<file path="src/rtl/mem_access_controller.sv">
// mem_access_controller
// Sequences MEM-stage loads and stores onto a single-port data-memory bus
// using a req/ack handshake. It stalls the pipeline while an access is
// outstanding, places byte/half/word data on the correct lanes, and traps
// illegal or misaligned accesses without touching the bus.
//
// Optional feature: define MEM_TIMEOUT_EN to abandon an access after
// TIMEOUT_CYCLES cycles without bus_ack. A timed-out load completes with
// load_data = 0 and raises timeout_err. Without the macro, ACCESS waits
// indefinitely and timeout_err is tied to 0.
module mem_access_controller #(
    parameter int TIMEOUT_CYCLES = 64
) (
    input  logic        clock,
    input  logic        reset,
    input  logic        MemRead_mem,
    input  logic        MemWrite_mem,
    input  logic [2:0]  funct3_mem,
    input  logic [31:0] alu_result_mem,
    input  logic [31:0] read_data2_mem,
    output logic        stall,
    output logic [31:0] load_data,
    output logic        load_valid,
    output logic        misaligned,
    output logic        timeout_err,
    output logic        bus_req,
    output logic        bus_we,
    output logic [31:0] bus_addr,
    output logic [31:0] bus_wdata,
    output logic [3:0]  bus_be,
    input  logic        bus_ack,
    input  logic [31:0] bus_rdata
);

    typedef enum logic [1:0] {
        IDLE   = 2'd0,
        ACCESS = 2'd1,
        DONE   = 2'd2
    } state_t;

    state_t state;
    state_t next_state;

    // A zero timeout would complete every access before the bus could answer.
    if (TIMEOUT_CYCLES < 1) begin : g_bad_timeout
        $error("TIMEOUT_CYCLES must be at least 1");
    end

    // Byte enables for an access of the given size (funct3[1:0]) and offset.
    function automatic logic [3:0] byte_enables(input logic [1:0] size,
                                                input logic [1:0] off);
        case (size)
            2'b00:   byte_enables = 4'b0001 << off;
            2'b01:   byte_enables = off[1] ? 4'b1100 : 4'b0011;
            default: byte_enables = 4'b1111;
        endcase
    endfunction

    // Store data replicated onto every lane the access could use.
    function automatic logic [31:0] replicate_wdata(input logic [1:0]  size,
                                                    input logic [31:0] data);
        case (size)
            2'b00:   replicate_wdata = {4{data[7:0]}};
            2'b01:   replicate_wdata = {2{data[15:0]}};
            default: replicate_wdata = data;
        endcase
    endfunction

    // Pick the addressed lane out of the bus word and sign/zero extend it.
    // funct3[2] set means unsigned (LBU/LHU).
    function automatic logic [31:0] format_load(input logic [31:0] rdata,
                                                input logic [2:0]  f3,
                                                input logic [1:0]  off);
        logic [7:0]  lane_b;
        logic [15:0] lane_h;
        case (off)
            2'd0:    lane_b = rdata[7:0];
            2'd1:    lane_b = rdata[15:8];
            2'd2:    lane_b = rdata[23:16];
            default: lane_b = rdata[31:24];
        endcase
        lane_h = off[1] ? rdata[31:16] : rdata[15:0];
        case (f3[1:0])
            2'b00:   format_load = f3[2] ? {24'h0, lane_b} : {{24{lane_b[7]}}, lane_b};
            2'b01:   format_load = f3[2] ? {16'h0, lane_h} : {{16{lane_h[15]}}, lane_h};
            default: format_load = rdata;
        endcase
    endfunction

    logic       access;
    logic       is_store;
    logic       legal_f3;
    logic       aligned;
    logic       start;
    logic       fault;
    logic       tmo_hit;
    logic [2:0] held_f3;
    logic [1:0] held_off;
    logic       held_load;

    assign access   = MemRead_mem | MemWrite_mem;
    assign is_store = MemWrite_mem;

    // Decode legality of funct3 for the access direction, and alignment.
    always_comb begin
        legal_f3 = 1'b0;
        aligned  = 1'b1;
        if (is_store) begin
            case (funct3_mem)
                3'b000, 3'b001, 3'b010: legal_f3 = 1'b1;
                default:                legal_f3 = 1'b0;
            endcase
        end else begin
            case (funct3_mem)
                3'b000, 3'b001, 3'b010, 3'b100, 3'b101: legal_f3 = 1'b1;
                default:                                legal_f3 = 1'b0;
            endcase
        end
        case (funct3_mem[1:0])
            2'b01:   aligned = ~alu_result_mem[0];
            2'b10:   aligned = (alu_result_mem[1:0] == 2'b00);
            default: aligned = 1'b1;
        endcase
    end

    assign start = (state == IDLE) && access && legal_f3 && aligned;
    assign fault = (state == IDLE) && access && !(legal_f3 && aligned);

    // State register.
    always_ff @(posedge clock or negedge reset) begin
        if (!reset) begin
            state <= IDLE;
        end else begin
            state <= next_state;
        end
    end

    // Next-state and stall decode; stall is forced low while reset is held.
    always_comb begin
        next_state = state;
        stall      = 1'b0;
        case (state)
            IDLE: begin
                if (start) begin
                    next_state = ACCESS;
                    stall      = 1'b1;
                end
            end
            ACCESS: begin
                stall = 1'b1;
                if (bus_ack || tmo_hit) begin
                    next_state = DONE;
                end
            end
            DONE: begin
                next_state = IDLE;
            end
            default: begin
                next_state = IDLE;
            end
        endcase
        if (!reset) begin
            stall = 1'b0;
        end
    end

`ifdef MEM_TIMEOUT_EN
    localparam int TMO_W = $clog2(TIMEOUT_CYCLES + 1);
    logic [TMO_W-1:0] tmo_cnt;

    // Fires in the TIMEOUT_CYCLES-th ACCESS cycle unless an ack arrives.
    assign tmo_hit = (state == ACCESS) && !bus_ack &&
                     (tmo_cnt == TMO_W'(TIMEOUT_CYCLES - 1));

    // ACCESS cycle counter and timeout pulse.
    always_ff @(posedge clock or negedge reset) begin
        if (!reset) begin
            tmo_cnt     <= '0;
            timeout_err <= 1'b0;
        end else begin
            timeout_err <= tmo_hit;
            if (start) begin
                tmo_cnt <= '0;
            end else if (state == ACCESS) begin
                tmo_cnt <= tmo_cnt + 1'b1;
            end
        end
    end
`else
    assign tmo_hit     = 1'b0;
    assign timeout_err = 1'b0;
`endif

    // Bus request registers, held access attributes, load result and pulses.
    always_ff @(posedge clock or negedge reset) begin
        if (!reset) begin
            bus_req    <= 1'b0;
            bus_we     <= 1'b0;
            bus_addr   <= '0;
            bus_wdata  <= '0;
            bus_be     <= '0;
            held_f3    <= '0;
            held_off   <= '0;
            held_load  <= 1'b0;
            load_data  <= '0;
            load_valid <= 1'b0;
            misaligned <= 1'b0;
        end else begin
            misaligned <= fault;
            load_valid <= 1'b0;
            if (start) begin
                bus_req   <= 1'b1;
                bus_we    <= is_store;
                bus_addr  <= {alu_result_mem[31:2], 2'b00};
                bus_be    <= byte_enables(funct3_mem[1:0], alu_result_mem[1:0]);
                bus_wdata <= replicate_wdata(funct3_mem[1:0], read_data2_mem);
                held_f3   <= funct3_mem;
                held_off  <= alu_result_mem[1:0];
                held_load <= ~is_store;
            end else if ((state == ACCESS) && bus_ack) begin
                bus_req <= 1'b0;
                if (held_load) begin
                    load_data  <= format_load(bus_rdata, held_f3, held_off);
                    load_valid <= 1'b1;
                end
            end else if (tmo_hit) begin
                bus_req <= 1'b0;
                if (held_load) begin
                    load_data  <= '0;
                    load_valid <= 1'b1;
                end
            end
        end
    end

endmodule

</file>
<file path="config.mk">
export PLATFORM = sky130hd
export DESIGN_NAME = mem_access_controller
export DESIGN_NICKNAME = d
export VERILOG_FILES = /design/src/rtl/mem_access_controller.sv
export SDC_FILE = /design/constraint.sdc
export NUM_CORES = 1
export LEC_CHECK = 0
export CORE_MARGIN = 5
export CORE_UTILIZATION = 45
export CTS_BUF_LIST = sky130_fd_sc_hd__clkbuf_4 sky130_fd_sc_hd__clkbuf_8
export DETAILED_ROUTE_END_ITERATION = 10
export GPL_TIMING_DRIVEN = 0
export PLACE_DENSITY = 0.91
export SLEW_MARGIN = 15
export SYNTH_ARGS = -nofsm -noshare
export SYNTH_HDL_FRONTEND = slang
export SYNTH_SLANG_ARGS = --single-unit
</file>
<file path="constraint.sdc">
create_clock -name clock -period 2.5 [get_ports clock]
set_input_delay 0.5 -clock clock [delete_from_list [all_inputs] [get_ports clock]]
set_output_delay 0.5 -clock clock [all_outputs]
set_load 0.02 [all_outputs]
</file>
==> impl_metrics.toml <==
[run_status]
status = "finished clean"

[placement]
place_congestion = 0.908
post-place-ws_ns = -1.10
port_buffers = 206
place_area_sq_um = 7450
hpwl_um = 12200
placedCellCount = 786

[sta]
setup_viol = 0
tightest_slew_ns = 0.886
fin_skew_ns = 0.00823
fmax_mhz = 419
max_slew_margin = 0.407
fin_crit_ns = 2.39
finalSetupTns_ns = 0
whs_ns = 0.0977
report.final.hold_viol_count = 0
drv_slew = 0
rsz0062_at_grt = "no"
post-route-period-util = 0.955
fin_ws_ns = 0.114

[routing]
vias_per_cell = 5.35
wl_um = 16100
wl_per_cell_um = 19.8
route.vias.total = 4333
drtIter0Drc = 352
drtAntennaViolNets = 0
dr.pass1.iters = 4
drcViolationCount = 0

[clock_network]
clk_latency_ns = 0.38
clockRootBuffer = "clkbuf_8"
cts_tree = "built"
cts_inserted_buffers = 9
htreeDepth = 3
clk_path_buf_depth = 2
clkSinkCount = 110
clk_pin_slew_ns = 0.11

[setup_path]
crit_path_frequent_cell = "buf_6"
critPathMaxStageDelay_ns = 0.30
cp.arrival_ns = 1.89
crit_path_top_delay_cell = "o311ai_2"
startpoint_type = "input pin"
critical_path.endpoint_type = "output pin"
timing.critical_path.required_ns = 2.00
critPathMaxFanout = 6
path_class = "input pin to output pin"
worstPathCellList = "clkdlybuf4s15_2 -> inv_2 -> ha_2 -> inv_1 -> o311ai_2 -> nand3b_1 -> buf_6 -> a21oi_4 -> buf_6"

[final_layout]
diodes = 0
fin_nets = 769
drive_gt1_frac = 0.190
final_core_util = 0.687
multi_input_comb_area_sq_um = 2250
fillCellCount = 806
seq_area_sq_um = 2750
fin_area_sq_um = 7780
area_growth_pct = 50.4
final_cells = 810

[synthesis]
synth_fa_ha_area_frac = 0.00726
synth_area_sq_um = 5170
ys_warn_count = 0
synth_mux_area_frac = 0.226
synth_xor_area_frac = 0
ys_ff_latch = 110
yosysSeqAreaShare = 0.532
synth_area_per_cell_sq_um = 11.9
synth_simple_gate_area_frac = 0.0781
ys_types = 32
netlist_instances = 434
synth_top_family_by_area = "multiplexers"
synth_compound_gate_area_share = 0.116

[power]
p_per_area_nw_per_um2 = 1180
leakagePower_nw = 3.49
power_mw = 9.17
ir_drop_uv = 884

[global_route]
antenna_found_initial = 0
grt_max_degree = 79
grt_pass1_wl_um = 24700
overflow = 0
grt_pass1_vias = 4721
grt_usage = 0.237

[job]
drv_cap = 0

[floorplanning]
die_width_um = 117
die_h_um = 117
initial_core_util = 0.457
boundaryPins = 210
die_area_sq_um = 13700
core_area_sq_um = 11300
rows = 39

[min_path]
min_path_type = "input pin to asynchronous set/reset pin"
## layout by cell type (no fill, tap or decap), drive strengths merged, types with 15 or more instances in the layout
cell type      netlist  layout
clkdlybuf4s50        0     201
dfrtp              110     110
mux2                79      79
nor2                43      43
a21oi               42      42
nand2               34      34
clkbuf              16      26
buf                 15      24
a22o                16      16
a22oi               16      16
mux2i               15      15
## worst paths after layout
check	start	to	slack, ns	depth (start not counted)
max	funct3_mem[0]	stall	0.11	9
min	reset	load_data[9]	0.1	2
max reg2reg	state[1]	load_data[9]	0.51	5
min reg2reg	bus_addr[12]	bus_addr[12]	0.52	1
max in group asynchronous	reset	bus_wdata[21]	1.16	2
min in group clock	funct3_mem[0]	held_f3[0]	0.50	2
## synth_stat cells (all sizes together)
library cell  count  area share
mux2i            15       0.029
o311ai            1      0.0017
nor3              2      0.0019
dfrtp           110        0.53
clkbuf           16       0.012
a21o              1      0.0015
mux2             79        0.20
nand2            34       0.025
a21oi            42       0.041
a22oi            16       0.023
buf              15       0.022
o21bai            7       0.010
nor2b             2      0.0024
o22ai             5      0.0073
ha                3      0.0073
o31ai             1      0.0015
conb              1     0.00072
nand3b            1      0.0015
inv               8      0.0058
and3b             1      0.0017
clkinv            1     0.00072
nor2             43       0.033
a22o             16       0.027
nand2b            4      0.0048
o21ai             3      0.0029
and3              7      0.0085
## flip-flops by register name, indices dropped and copies added, names as in the netlist
| register | cells |
|---|---|
| state | 2 |
| held_f3 | 3 |
| bus_addr | 30 |
| held_off | 2 |
| held_load | 1 |
| misaligned | 1 |
| load_valid | 1 |
| bus_wdata | 32 |
| bus_we | 1 |
| bus_be | 4 |
| load_data | 32 |
| bus_req | 1 |
## final cells by class
class | count | area share
Tap cell | 143 | 0.0230
Buffer | 30 | 0.0219
Inverter | 9 | 0.00434
Clock inverter | 6 | 0.0117
Timing Repair Buffer | 216 | 0.278
Clock buffer | 10 | 0.0177
Sequential cell | 110 | 0.354
Multi-Input combinational cell | 286 | 0.289
## where the power goes
part | internal (mW) | switching, mW | leakage, nW
combinational | 2.47 | 2.36 | 2.08
sequential | 2.60 | 0.505 | 1.29
clock | 0.600 | 0.628 | 0.117
## metal layers
layer / share of wire / track usage / routed length [um]
met1: 0.37 / 0.278 / 5980
met3: 0.11 / 0.0843 / 1760
met4: 0.024 / 0.0917 / 388
met5: 0 / 0 / 0
met2: 0.49 / 0.397 / 7930
## cells by family (layout without fill, tap and decap cells)
kind of cell | Yosys count | in the layout
other | 1 | 3
DFF | 110 | 110
adders and majority gates | 3 | 3
muxes | 94 | 94
and+or+nand+nor | 94 | 94
buffers and inverters | 40 | 271
AOI/OAI and AO/OA | 92 | 92
## worst max-delay path, delay by kind of cell
kind | cells | cell delay, ns
buf+inv | 5 | 0.63
compound gates | 2 | 0.41
simple gates | 1 | 0.16
fa+ha+maj | 1 | 0.19
## repair_timing
item                                    in CTS  in global routing
buffers inserted                             4                  3
endpoints found under the hold margin       15                  0
endpoints found under the setup margin       9                  1
hold buffers                                 2                  0
pin swaps                                    6                  1
gates resized for setup                     22                  0
Power figures use the tool's default switching activity.
